`config.mk`:
```
export PLATFORM = sky130hd
export DESIGN_NAME = mem_port
export DESIGN_NICKNAME = d
export VERILOG_FILES = /design/src/rtl/mem_port.sv
export SDC_FILE = /design/constraint.sdc
export NUM_CORES = 1
export LEC_CHECK = 0
export ABC_AREA = 1
export BUFFER_PORTS_ARGS = -buffer_cell sky130_fd_sc_hd__buf_2
export CAP_MARGIN = 20
export CORE_MARGIN = 2
export CORE_UTILIZATION = 45
export DETAILED_ROUTE_END_ITERATION = 8
export PLACE_DENSITY_LB_ADDON = 0.1
export SKIP_CTS_REPAIR_TIMING = 1
export SLEW_MARGIN = 20
export SYNTH_ARGS = -nofsm -noshare
export SYNTH_HDL_FRONTEND = slang
export SYNTH_SLANG_ARGS = --single-unit
```
`constraint.sdc`:
```
create_clock -name clk -period 3.9 [get_ports clk]
set_clock_uncertainty 0.1 [all_clocks]
set_input_delay 1.17 -clock clk [delete_from_list [all_inputs] [get_ports clk]]
set_output_delay 1.17 -clock clk [all_outputs]
set_load 0.02 [all_outputs]
```
`src/rtl/mem_port.sv`:
```
// Load/store port: turns one-cycle load/store commands into a req/ack
// transaction on a byte-wide memory bus, with a bounded wait before abort.
module mem_port #(
    parameter int ADDR_W  = 8,
    parameter int DATA_W  = 8,
    parameter int TIMEOUT = 15
) (
    input  logic              clk,
    input  logic              rst_n,
    input  logic              ld_en,
    input  logic              st_en,
    input  logic [ADDR_W-1:0] addr,
    input  logic [DATA_W-1:0] wdata,
    output logic              busy,
    output logic [DATA_W-1:0] mem_out,
    output logic              mem_done,
    output logic              mem_err,
    output logic              bus_req,
    output logic              bus_we,
    output logic [ADDR_W-1:0] bus_addr,
    output logic [DATA_W-1:0] bus_wdata,
    input  logic              bus_ack,
    input  logic [DATA_W-1:0] bus_rdata
);

    localparam int CNT_W = $clog2(TIMEOUT + 1);
    localparam logic [CNT_W-1:0] CNT_LAST = CNT_W'(TIMEOUT);

    typedef enum logic [1:0] {
        S_IDLE = 2'd0,
        S_REQ  = 2'd1,
        S_DONE = 2'd2
    } state_t;

    state_t              state_reg, state_next;
    logic [CNT_W-1:0]    cnt_reg, cnt_next, cnt_sat;
    logic [ADDR_W-1:0]   addr_reg, addr_next;
    logic [DATA_W-1:0]   wdata_reg, wdata_next;
    logic                we_reg, we_next;
    logic                err_reg, err_next;
    logic [DATA_W-1:0]   mem_out_reg, mem_out_next;

    // State and datapath registers
    always_ff @(posedge clk or negedge rst_n) begin
        if (!rst_n) begin
            state_reg   <= S_IDLE;
            cnt_reg     <= '0;
            addr_reg    <= '0;
            wdata_reg   <= '0;
            we_reg      <= 1'b0;
            err_reg     <= 1'b0;
            mem_out_reg <= '0;
        end else begin
            state_reg   <= state_next;
            cnt_reg     <= cnt_next;
            addr_reg    <= addr_next;
            wdata_reg   <= wdata_next;
            we_reg      <= we_next;
            err_reg     <= err_next;
            mem_out_reg <= mem_out_next;
        end
    end

    // Saturating count of unacknowledged request cycles
    assign cnt_sat = (cnt_reg == CNT_LAST) ? cnt_reg : cnt_reg + CNT_W'(1);

    always_comb begin
        state_next   = state_reg;
        cnt_next     = cnt_reg;
        addr_next    = addr_reg;
        wdata_next   = wdata_reg;
        we_next      = we_reg;
        err_next     = err_reg;
        mem_out_next = mem_out_reg;
        case (state_reg)
            S_IDLE: begin
                if (ld_en && st_en) begin
                    err_next   = 1'b1;
                    state_next = S_DONE;
                end else if (ld_en || st_en) begin
                    addr_next  = addr;
                    wdata_next = wdata;
                    we_next    = st_en;
                    cnt_next   = '0;
                    state_next = S_REQ;
                end
            end
            S_REQ: begin
                // An ack on the last allowed cycle still completes normally
                if (bus_ack) begin
                    if (!we_reg) begin
                        mem_out_next = bus_rdata;
                    end
                    state_next = S_DONE;
                end else begin
                    cnt_next = cnt_sat;
                    if (cnt_sat == CNT_LAST) begin
                        if (!we_reg) begin
                            mem_out_next = '1;
                        end
                        err_next   = 1'b1;
                        state_next = S_DONE;
                    end
                end
            end
            S_DONE: begin
                err_next   = 1'b0;
                state_next = S_IDLE;
            end
            default: begin
                state_next = S_IDLE;
            end
        endcase
    end

    always_comb begin
        busy      = (state_reg != S_IDLE);
        bus_req   = (state_reg == S_REQ);
        mem_done  = (state_reg == S_DONE);
        mem_err   = (state_reg == S_DONE) && err_reg;
        bus_we    = we_reg;
        bus_addr  = addr_reg;
        bus_wdata = wdata_reg;
        mem_out   = mem_out_reg;
    end

endmodule

```
==> implementation parameters <==
Parameter                              Value

Status
  Outcome ... complete, no violations

Yosys
  Seq/Total Area, Yosys ... 51.1%
  Synth Net Count ... 182
  Cell count after synthesis ... 149
  Unique cell type count in the Yosys netlist ... 23
  Async set-or-reset flop fraction in the synthesized netlist ... 100%
  Most instantiated cells after synthesis ... dfrtp_1 (32), nand2_1 (31), inv_1 (13)
  Area leader, netlist ... dfrtp_1
  Number of enable flip-flop cells after synthesis ... 0
  Most common cell in the netlist ... dfrtp_1
  Yosys top cell area share ... 51.1%
  Number of storage elements in the synthesis netlist ... 32
  Warning count from the yosys run ... 0
  Top post-synthesis cells by area ... dfrtp_1 (51%), mux2_4 (7.7%), nand2_1 (7.4%)
  Average cell area after synthesis ... 10.5 µm²
  Synthesized cell area ... 1570 µm²
  Most used DFF post-synth ... dfrtp_1

Global routing
  Global-route total usage across every layer ... 17.0%
  Vias in the first global route ... 1262
  Initial antenna violation count ... 0
  Pin count of the biggest net entering global routing ... 33
  Wire length of the first global-routing pass ... 5220 µm
  Gr ovfl total ... 0

STA
  Worst slack on hold paths ... 0.374 ns
  Slew Limit Fails ... 0
  Setup ws final ... 1.33 ns
  Highest attainable clock frequency ... 390 MHz
  Endpoints failing setup ... 0
  Max transition margin ... 53.4%
  Final period utilization ... 65.8%
  RSZ-0062 raised after global routing ... no
  Final number of hold-violating endpoints ... 0
  Post-route minimum period ... 2.57 ns
  Worst slew pin tran ... 0.699 ns
  Sum of negative setup slack ... 0 ns

Route
  Met2 wire length ... 1610 µm
  Post-route DRC violation count ... 0
  Count of antenna-violating nets left after detailed routing ... 0
  DR WL/cell ... 11.8 µm
  Met3 routed wirelength ... 193 µm
  Total wire length after detailed routing ... 3060 µm
  Starting DRC count in detailed routing ... 26
  Top routing layer used ... met4
  Detail-routed via count per cell ... 4.72
  First-pass detailed-route iteration total ... 4
  DRT met1 WL ... 1200 µm
  Overall via count from detail_route ... 1219

Place
  Global placement routability congestion ... 0.741
  IO Port Bufs ... 57
  Worst slack at placement ... 1.28 ns
  HPWL after detailed placement ... 2330 µm

Floorplan
  Initial standard-cell utilization of the core ... 47.0%
  Chip Height ... 63.0 µm
  Die Wd ... 63.0 µm
  Standard-cell row count ... 21
  Core area ... 3340 µm²
  Ports ... 58
  Overall die area ... 3970 µm²

Setup path
  Critical path launch point ... state_reg[1]
  Worst Reg2Reg Path Length in Cells ... 11
  R2R Path End ... mem_out[0]
  Data arrival time at the worst-slack endpoint ... 1.30 ns
  Worst setup path category ... register to primary output
  Worst EP required ... 2.63 ns
  Beginning of the worst register-to-register path ... cnt_reg[0]
  Register-to-register setup slack ... 2.15 ns
  Termination of the worst setup path ... mem_err
  Critical path launch point type ... register
  Max Fanout on Critical Path ... 4
  Endpoint class of the critical path ... primary output

CTS
  Inserted Clock Buffers ... 5
  Clock slew at reported path FFs ... 0.10 ns
  Worst-skew pair later-pin latency ... 0.32 ns
  CTS tree ... built
  Max Root-Sink Buffers ... 2
  H-Tree Depth ... 2
  Number of sinks driven by the clock tree ... 32
  Root Driver ... clkbuf_4

Power and ir drop
  Cell leakage power ... 0.00107 µW
  Total power density per cell area ... 801 nW/µm²
  IR drop worst, VDD ... 399 µV

Worst hold path
  Path class of the lowest-slack min-delay path ... register to register

Final layout
  Post-layout nets ... 245
  Fillers ... 316
  Layout cell share with drive strength beyond 1 ... 49.1%
  Area delta synth->final ... 25.3%
  Number of antenna repair diodes ... 0

Flow run
  Max Cap Violations ... 0
cells by family (layout without fill, tap and decap cells):
group	count (synthesis)	after routing	synth area share [%]
and+or+nand+nor	69	69	23.6
AOI/OAI and AO/OA	10	10	3.91
muxes	16	16	13.4
adders and majority gates	4	4	3.19
buffers and inverters	18	81	4.79
DFF	32	32	51.1
placed cells by master (no fill, tap or decap):
| master | instances |
|---|---|
| o22ai_1 | 4 |
| a21boi_1 | 1 |
| nand2_4 | 1 |
| nor2_1 | 6 |
| nand3_1 | 12 |
| o21ai_0 | 1 |
| inv_1 | 13 |
| clkbuf_8 | 2 |
| o21ai_2 | 1 |
| clkbuf_4 | 5 |
| nand2_8 | 2 |
| or2_2 | 8 |
| nand2_1 | 31 |
| nor2_8 | 1 |
| buf_2 | 57 |
| mux2_4 | 8 |
| dfrtp_1 | 32 |
| a21oi_1 | 2 |
| inv_2 | 4 |
| o21ai_1 | 1 |
| nand2_2 | 2 |
| nor2_2 | 5 |
| nand4_1 | 1 |
| mux2_2 | 8 |
| ha_1 | 4 |
report_power, final:
group	leakage [µW]	switching, µW	internal [µW]	total (µW)
Clock	0.0000374	107	102	209
Sequential	0.000389	92.3	488	580
Combinational	0.000643	465	319	784
Total	0.00107	664	909	1570
through the flow:
step	power, µW	instances	cell area [µm²]	utilization [%]
floorplan	1140	149	1570	-
global placement	1350	251	1900	56.9
detailed placement	1380	251	1900	56.9
CTS	1590	258	1960	58.9
global route	1700	258	1960	58.9
finish	1570	258	1960	58.9
worst min path at each step:
stage / startpoint / to / depth (start not counted)
finish: mem_out[4] / mem_out[4] / 2
global route: mem_out[3] / mem_out[3] / 2
CTS: mem_out[3] / mem_out[3] / 2
detailed placement: mem_out[4] / mem_out[4] / 2
global placement: mem_out[1] / mem_out[1] / 2
floorplan: err_reg / err_reg / 2
critical path, cell delays in order (launching register included):
cell     delay (ns)
dfrtp_1        0.42
inv_1          0.07
nor2_1         0.14
inv_1          0.07
nor2_1         0.10
buf_2          0.17
cell type report:
cell class              instances  area, µm²  share of cell area, %
flip-flops and latches         32        801                   40.8
clock buffers                   7       65.1                   3.31
multi-input cells              99        692                   35.2
repair buffers                 57        285                   14.5
inverters                      17       63.8                   3.25
well taps                      46       57.6                   2.93
metal layers:
| metal | global-route usage (%) | vias up |
|---|---|---|
| met2 | 30.9 | 40 |
| met1 | 17.4 | 564 |
| li1 | - | 609 |
| met3 | 5.77 | 6 |
| met5 | 0 | - |
| met4 | 8.06 | 0 |
(Power assumes the default switching activity.)
